--- src/rtl/key_event_pkg.sv ---
// Shared definitions for the key_event block: FSM state encoding, default timing
// constants and the timer width helper.
package key_event_pkg;

    typedef enum logic [1:0] {
        ST_IDLE  = 2'd0,
        ST_SHORT = 2'd1,
        ST_LONG  = 2'd2,
        ST_WAIT2 = 2'd3
    } key_state_e;

    localparam int DEF_LONG_CYC   = 100_000_000;
    localparam int DEF_REPEAT_CYC = 20_000_000;
    localparam int DEF_DCLICK_CYC = 30_000_000;

    function automatic int timer_width(input int long_cyc, input int dclick_cyc);
        int m;
        m = (long_cyc > dclick_cyc) ? long_cyc : dclick_cyc;
        return ($clog2(m) < 1) ? 1 : $clog2(m);
    endfunction

endpackage

--- src/rtl/event_timer.sv ---
// Cycle counter for key_event: synchronous clear, count enable and terminal-count
// flags for the long-press, auto-repeat and double-click intervals.
module event_timer #(
    parameter int W          = 8,
    parameter int LONG_CYC   = 20,
    parameter int REPEAT_CYC = 5,
    parameter int DCLICK_CYC = 8
) (
    input  logic clk,
    input  logic rstn,
    input  logic clr,
    input  logic en,
    output logic at_long,
    output logic at_repeat,
    output logic at_dclick
);

    logic [W-1:0] count;

    always_ff @(posedge clk or negedge rstn) begin
        if (!rstn) begin
            count <= '0;
        end else if (clr) begin
            count <= '0;
        end else if (en) begin
            count <= count + W'(1);
        end
    end

    // The FSM clears on every terminal hit, so the count never wraps on its own.
    assign at_long   = (count == W'(LONG_CYC - 1));
    assign at_repeat = (count == W'(REPEAT_CYC - 1));
    assign at_dclick = (count == W'(DCLICK_CYC - 1));

endmodule

--- src/rtl/key_event.sv ---
// Key event decoder: turns a debounced key level into press, release, long-press,
// auto-repeat and double-click pulses, all registered.
module key_event
    import key_event_pkg::*;
#(
    parameter int LONG_CYC   = DEF_LONG_CYC,
    parameter int REPEAT_CYC = DEF_REPEAT_CYC,
    parameter int DCLICK_CYC = DEF_DCLICK_CYC
) (
    input  logic clk,
    input  logic rstn,
    input  logic button_in,
    output logic press_pulse,
    output logic release_pulse,
    output logic long_pulse,
    output logic repeat_pulse,
    output logic dclick_pulse,
    output logic held
);

    localparam int TW = timer_width(LONG_CYC, DCLICK_CYC);

    localparam logic [1:0] S_IDLE  = ST_IDLE;
    localparam logic [1:0] S_SHORT = ST_SHORT;
    localparam logic [1:0] S_LONG  = ST_LONG;
    localparam logic [1:0] S_WAIT2 = ST_WAIT2;

    logic [1:0] state;
    logic [1:0] state_nxt;
    logic       btn_q;
    logic       rise;
    logic       fall;
    logic       dc_done;
    logic       dc_done_nxt;
    logic       clr;
    logic       en;
    logic       at_long;
    logic       at_repeat;
    logic       at_dclick;
    logic       press_nxt;
    logic       release_nxt;
    logic       long_nxt;
    logic       repeat_nxt;
    logic       dclick_nxt;

    assign rise = button_in & ~btn_q;
    assign fall = ~button_in & btn_q;
    assign held = btn_q;

    event_timer #(
        .W          (TW),
        .LONG_CYC   (LONG_CYC),
        .REPEAT_CYC (REPEAT_CYC),
        .DCLICK_CYC (DCLICK_CYC)
    ) u_timer (
        .clk       (clk),
        .rstn      (rstn),
        .clr       (clr),
        .en        (en),
        .at_long   (at_long),
        .at_repeat (at_repeat),
        .at_dclick (at_dclick)
    );

    always_comb begin
        state_nxt   = state;
        dc_done_nxt = dc_done;
        clr         = 1'b0;
        en          = 1'b0;
        press_nxt   = 1'b0;
        release_nxt = 1'b0;
        long_nxt    = 1'b0;
        repeat_nxt  = 1'b0;
        dclick_nxt  = 1'b0;
        case (state)
            S_IDLE: begin
                clr = 1'b1;
                if (rise) begin
                    press_nxt   = 1'b1;
                    dc_done_nxt = 1'b0;
                    state_nxt   = S_SHORT;
                end
            end
            S_SHORT: begin
                // dc_done marks a press that was itself a double click: no new window.
                if (fall) begin
                    release_nxt = 1'b1;
                    clr         = 1'b1;
                    state_nxt   = dc_done ? S_IDLE : S_WAIT2;
                end else if (button_in && at_long) begin
                    long_nxt  = 1'b1;
                    clr       = 1'b1;
                    state_nxt = S_LONG;
                end else begin
                    en = 1'b1;
                end
            end
            S_LONG: begin
                if (fall) begin
                    release_nxt = 1'b1;
                    clr         = 1'b1;
                    state_nxt   = S_IDLE;
                end else if (at_repeat) begin
                    repeat_nxt = 1'b1;
                    clr        = 1'b1;
                end else begin
                    en = 1'b1;
                end
            end
            S_WAIT2: begin
                // A rise in the expiry cycle still wins over the timeout.
                if (rise) begin
                    press_nxt   = 1'b1;
                    dclick_nxt  = 1'b1;
                    dc_done_nxt = 1'b1;
                    clr         = 1'b1;
                    state_nxt   = S_SHORT;
                end else if (at_dclick) begin
                    clr       = 1'b1;
                    state_nxt = S_IDLE;
                end else begin
                    en = 1'b1;
                end
            end
            default: begin
                clr       = 1'b1;
                state_nxt = S_IDLE;
            end
        endcase
    end

    always_ff @(posedge clk or negedge rstn) begin
        if (!rstn) begin
            state         <= S_IDLE;
            btn_q         <= 1'b0;
            dc_done       <= 1'b0;
            press_pulse   <= 1'b0;
            release_pulse <= 1'b0;
            long_pulse    <= 1'b0;
            repeat_pulse  <= 1'b0;
            dclick_pulse  <= 1'b0;
        end else begin
            state         <= state_nxt;
            btn_q         <= button_in;
            dc_done       <= dc_done_nxt;
            press_pulse   <= press_nxt;
            release_pulse <= release_nxt;
            long_pulse    <= long_nxt;
            repeat_pulse  <= repeat_nxt;
            dclick_pulse  <= dclick_nxt;
        end
    end

endmodule
--- config.mk ---
export PLATFORM = sky130hd
export DESIGN_NAME = key_event
export DESIGN_NICKNAME = d
export VERILOG_FILES = /design/src/rtl/key_event_pkg.sv /design/src/rtl/event_timer.sv /design/src/rtl/key_event.sv
export SDC_FILE = /design/constraint.sdc
export NUM_CORES = 1
export LEC_CHECK = 0
export ABC_AREA = 1
export CORE_MARGIN = 4
export CORE_UTILIZATION = 58
export CTS_BUF_LIST = sky130_fd_sc_hd__clkbuf_16
export CTS_CLUSTER_SIZE = 28
export DETAILED_ROUTE_END_ITERATION = 8
export PLACE_DENSITY_LB_ADDON = 0.1
export SYNTH_ARGS = -nofsm -noshare
export SYNTH_HDL_FRONTEND = slang
export SYNTH_HIERARCHICAL = 1
export SYNTH_SLANG_ARGS = --single-unit
export TNS_END_PERCENT = 10
--- constraint.sdc ---
create_clock -name clk -period 4.4 [get_ports clk]
set_input_delay 0.44 -clock clk [delete_from_list [all_inputs] [get_ports clk]]
set_output_delay 0.44 -clock clk [all_outputs]
set_load 0.03 [all_outputs]
After elaboration in Yosys (flattened, before gate mapping)
Cells that the tools add are included.
Storage, ports and cells
  flip-flop bits (word level): 36
  output and inout port bits: 6
Operators by class
  $add $sub $neg: 1
  equal/unequal tests: 11
  mux-type cells: 36
  bitwise logic cells: 4
  reduce and logical (&&, ||, !) cells: 8
Operators by type and width (number)
  27-bit by 25-bit == test with 1-bit output (second input constant): 2
  27-bit two-way mux: 2
  27-bit by 1-bit adder with 27-bit output (second input constant): 1
  27-bit == test (second input constant): 1
  1-bit two-way mux: 23
  2-bit two-way mux: 7
  2-bit case mux with 4 select lines: 1
  2-bit != test (second input constant): 3
  3-bit != test (second input constant): 2
  2-bit == test (second input constant): 2
  1-bit case mux with 4 select lines: 1
  4-bit AND reduction: 1
  2-bit nonzero test: 2
  2-bit OR reduction: 2
  1-bit case mux with 3 select lines: 1
  3-bit AND reduction: 1
  1-bit bitwise AND: 2
  2-bit by 1-bit == test with 1-bit output (second input constant): 1
  2-bit logical NOT: 1
  1-bit inverter: 2
  1-bit case mux with 2 select lines: 1
  1-bit logical AND: 1

Logic depth before layout (Yosys ltp)
  depth after elaboration: 7
  depth in mapped cells: 18

By module
Netlist, hierarchy kept.
Modules (own cells, without submodules)
  event_timer: times used 1, cells each 262, area each 1806.7 um^2
  key_event: times used 1, cells each 63, area each 511.7 um^2

Least setup slack after synthesis
Ideal clock, no wire load.
  kind: flip-flop to flip-flop
  start point: reg u_timer.count[0]
  end point: reg u_timer.count[19]
  arrival: 2542 ps
  data required time: 4283 ps
  setup slack: 1741 ps
  cell stages (with the launch flop): 17
  path through: dfrtp_1 -> ha_1 -> inv_1 -> nor2_4 -> nand2_1 -> nor3_1 -> nand2_1 -> nand2_1 -> o21ai_0 -> o21ai_0 -> nor2_4 -> nor2_8 -> nand3_4 -> nor2_2 -> nand2_1 -> nand2_1 -> nor2_1
On the way
  word-level cells in the longest chain between the ends: 6
  elaborated cells on any way between the ends: 22
  classes of those cells: 1 x add/sub; 3 x eq/ne; 16 x mux; 2 x reduce/logical
RTL lines
  from (decl): RTL line event_timer.sv:18  | logic [W-1:0] count;
  from (signal assigned): RTL line event_timer.sv:26  | count <= count + W'(1);
  27-bit == test (*): RTL line event_timer.sv:31  | assign at_long = (count == W'(LONG_CYC - 1));
  net at_long: RTL line key_event.sv:37  | logic at_long;
  1-bit logical AND (*): RTL line key_event.sv:90  | end else if (button_in && at_long) begin
  1-bit two-way mux (*): RTL line key_event.sv:90
  1-bit two-way mux (*): RTL line key_event.sv:86  | if (fall) begin
  1-bit case mux with 4 select lines (*): RTL line key_event.sv:75  | case (state)
  net clr: RTL line key_event.sv:35  | logic clr;
  27-bit two-way mux or 2-bit nonzero test (tied branches)
Mark *: on every way through the listed nets, which the timed path passes. The rest lies on a longest branch. The select of a mux whose other input is x is not followed.
A chain may end at the register's enable or synchronous reset.

Final worst setup path
  start point: reg u_timer.count[0]
  end point: reg u_timer.count[15]
On the way
  word-level cells in the longest chain between the ends: 6
  elaborated cells on any way between the ends: 22
  classes of those cells: 1 x add/sub; 3 x eq/ne; 16 x mux; 2 x reduce/logical
RTL lines
  27-bit == test: RTL line event_timer.sv:31
  net at_long: RTL line key_event.sv:37
  1-bit logical AND: RTL line key_event.sv:90
  1-bit two-way mux: RTL line key_event.sv:90
  1-bit two-way mux: RTL line key_event.sv:86
  1-bit case mux with 3 select lines: RTL line key_event.sv:75
  net en: RTL line key_event.sv:36  | logic en;
  2-bit nonzero test (no line)
The timed path passes the listed nets, and every way through them passes these cells. The select of a mux whose other input is x is not followed.

==> flow_metrics.tcl <==
set metrics [dict create \
    critPathLaunch "u_timer/count[0]" \
    synth_largest_area_cell "dfrtp_1" \
    rows 22 \
    ir_drop_v 0.000363 \
    diodes 0 \
    ys_seq_elements 36 \
    post-route-drc-count 0 \
    overflow 0 \
    hold_buffers 0 \
    gp_congestion 0.934 \
    root_buffer "clkbuf_16" \
    path_cells "ha_1 > inv_1 > nor2_4 > nand2_1 > nor3_1 > nand2_1 > nand3_2 > nand2_2 > o21ai_0 > inv_1 > nor2_4 > nor2_8 > nand3_4 > inv_2 > nand2_2 > nand2_1 > nand2_1 > nor2_1" \
    rrSetupSlack_ns 1.48 \
    vias 2083 \
    port_buffers 8 \
    die_w_um 71.2 \
    drt-initial-drc-count 162 \
    cts_tree "done" \
    grt_util_all_layers_pct 22.2 \
    tns_ns 0 \
    reg2reg_from "u_timer/count[0]" \
    grt_pass1_vias 1925 \
    cpMaxStageDelayCell "dfrtp_1" \
    drive_gt1_share_pct 12.4 \
    end_kind "register" \
    areaGrowthSynthToFinish_pct 11.9 \
    io-pin-count 9 \
    r2r.worst_path.cells 18 \
    ys_types 29 \
    reg2reg_to "u_timer/count[15]" \
    grt_pass1_wl_um 8790 \
    core_um2 3770 \
    die_y_um 71.2 \
    cts_inserted_buffers 5 \
    startpoint_type "register" \
    antenna_found_initial 0 \
    synth_area_per_cell_um2 7.13 \
    final.min_clock_period_ns 2.92 \
    totalWireLength_um 5210 \
    post_cts_buffers 0 \
    dp_hpwl_um 3980 \
    worstMarginPinSlew_ns 0.776 \
    yosysMostFrequentCell "nand2_1" \
    numClockSinks 36 \
    viasPerCell 5.37 \
    final.period_utilization_pct 66.3 \
    crit_type "reg2reg" \
    outcome "finished clean" \
    ys_seq_area_share_pct 38.9 \
    fin_nets 348 \
    finalPower_w 0.00117 \
    drv_slew 0 \
    async_flop_share_pct 100 \
    ys.warnings.count 6 \
    yosysTopAreaCellShare_pct 38.9 \
    grt_max_degree 37 \
    crit_required_ns 4.57 \
    max_stage_delay_ns 0.38 \
    clockBufferDepth 2 \
    synth_edf_count 0 \
    htreeDepth 2 \
    clk_latency_ns 0.28 \
    synth_area_leaders "dfrtp_1 (39%), nand2_1 (12%), nor2_1 (9.9%)" \
    fmax_ghz 0.343 \
    syn_inst 325 \
    ant_nets 0 \
    wl_per_cell_um 13.4 \
    start_util_pct 61.5 \
    cap_violations 0 \
    leakagePower_nw 1.21 \
    first_pass_iters 5 \
    max_slew_margin_pct 48.3 \
    power_density_nw_per_um2 450 \
    worst-endpoint-arrival_ns 3.09 \
    setup_viol 0 \
    ys.flop_type "dfrtp_1" \
    n_fill_cell 326 \
    critPathCapture "u_timer/count[15]" \
    cts_resized 0 \
    clkTransAtPathRegs_ns 0.06 \
    hold_violations 0 \
    die_area_um2 5070 \
    synth_common_cells "nand2_1 (75), nor2_1 (61), inv_1 (46)" \
    finClkSkew_ns 0.00387 \
    crit_fanout 7 \
    cpMostUsedCell "nand2_1" \
    rsz0062_at_grt "no" \
    hp-class "in2async" \
    netlist_area_um2 2320 \
    synthesis.nets 334 \
]
## where the power goes
part	internal (W)	switching (W)
sequential	0.000356	0.0000166
combinational	0.000138	0.000314
clock	0.000208	0.000136
total	0.000702	0.000467
## stage by stage
stage	hold WS, ns	area [um^2]	setup slack, ns	util (%)	std cells
2_1_floorplan	0.144	2320	1.74	-	325
3_3_place_gp	0.458	2450	1.51	65.0	380
3_5_place_dp	0.458	2450	1.53	65.0	380
4_1_cts	0.258	2590	1.50	68.8	388
5_1_grt	0.313	2590	1.20	68.8	388
6_report	0.236	2590	1.48	68.8	388
## layout by cell type, fill, tap and decap left out, drive strengths merged, types with 5 or more instances in the layout
cell and count:
clkbuf 5, a21oi 14, o21ai 10, nand2 84, clkdlybuf4s50 7, nor3 9
nor2 72, nand3 25, ha 6, dfrtp 36, nand4 8, inv 50
## worst min path at each step
stage                        from                 to  slack, ns  depth (start not counted)
after global placement    dc_done            dc_done       0.46                          2
final                        rstn  u_timer/count[22]       0.24                          1
after floorplan              rstn            dc_done       0.14                          0
after CTS                    rstn  u_timer/count[19]       0.26                          1
after global routing         rstn  u_timer/count[19]       0.31                          1
after detailed placement  dc_done            dc_done       0.46                          2
## sequential cells by signal, summed over array words and instances, names as in the netlist
signal / cells
dc_done: 1
dclick_pulse: 1
release_pulse: 1
repeat_pulse: 1
state: 2
long_pulse: 1
u_timer/count: 27
held: 1
press_pulse: 1
## area by class of cell
| type | count | area, um^2 | share of cell area (%) |
|---|---|---|---|
| repair buffers | 9 | 82.6 | 3.18 |
| flip-flops and latches | 36 | 901 | 34.7 |
| well taps | 48 | 60.1 | 2.31 |
| clock inverters | 3 | 18.8 | 0.723 |
| clock buffers | 5 | 125 | 4.82 |
| inverters | 50 | 193 | 7.43 |
| multi-input cells | 237 | 1210 | 46.8 |
## per-layer routing
layer  part of all wire [%]  vias up  global-route usage, %
li1                       -     1051                      -
met1                     47      945                   32.1
met2                     43       69                   32.2
met3                    6.8       18                   4.21
met4                    2.8        0                   10.2
met5                      0        -                      0
## critical path: cells and delay by family, from the launching register on
kind / cells / cell delay, ns
AND/OR/NAND/NOR: 13 / 1.75
flip-flops: 1 / 0.38
buffers and inverters: 3 / 0.28
adder cells (fa/ha/maj): 1 / 0.21
AO/OA/AOI/OAI: 1 / 0.17
## cells by family (layout without fill, tap and decap cells)
| kind of cell | after synthesis | in the layout | synth area share [%] |
|---|---|---|---|
| flops | 36 | 36 | 38.9 |
| xor+xnor | 1 | 1 | 0.378 |
| simple gates | 203 | 203 | 42.6 |
| fa+ha+maj | 6 | 6 | 3.24 |
| compound gates | 27 | 27 | 6.21 |
| buf+inv | 52 | 67 | 8.74 |
Power figures use the tool's default switching activity.
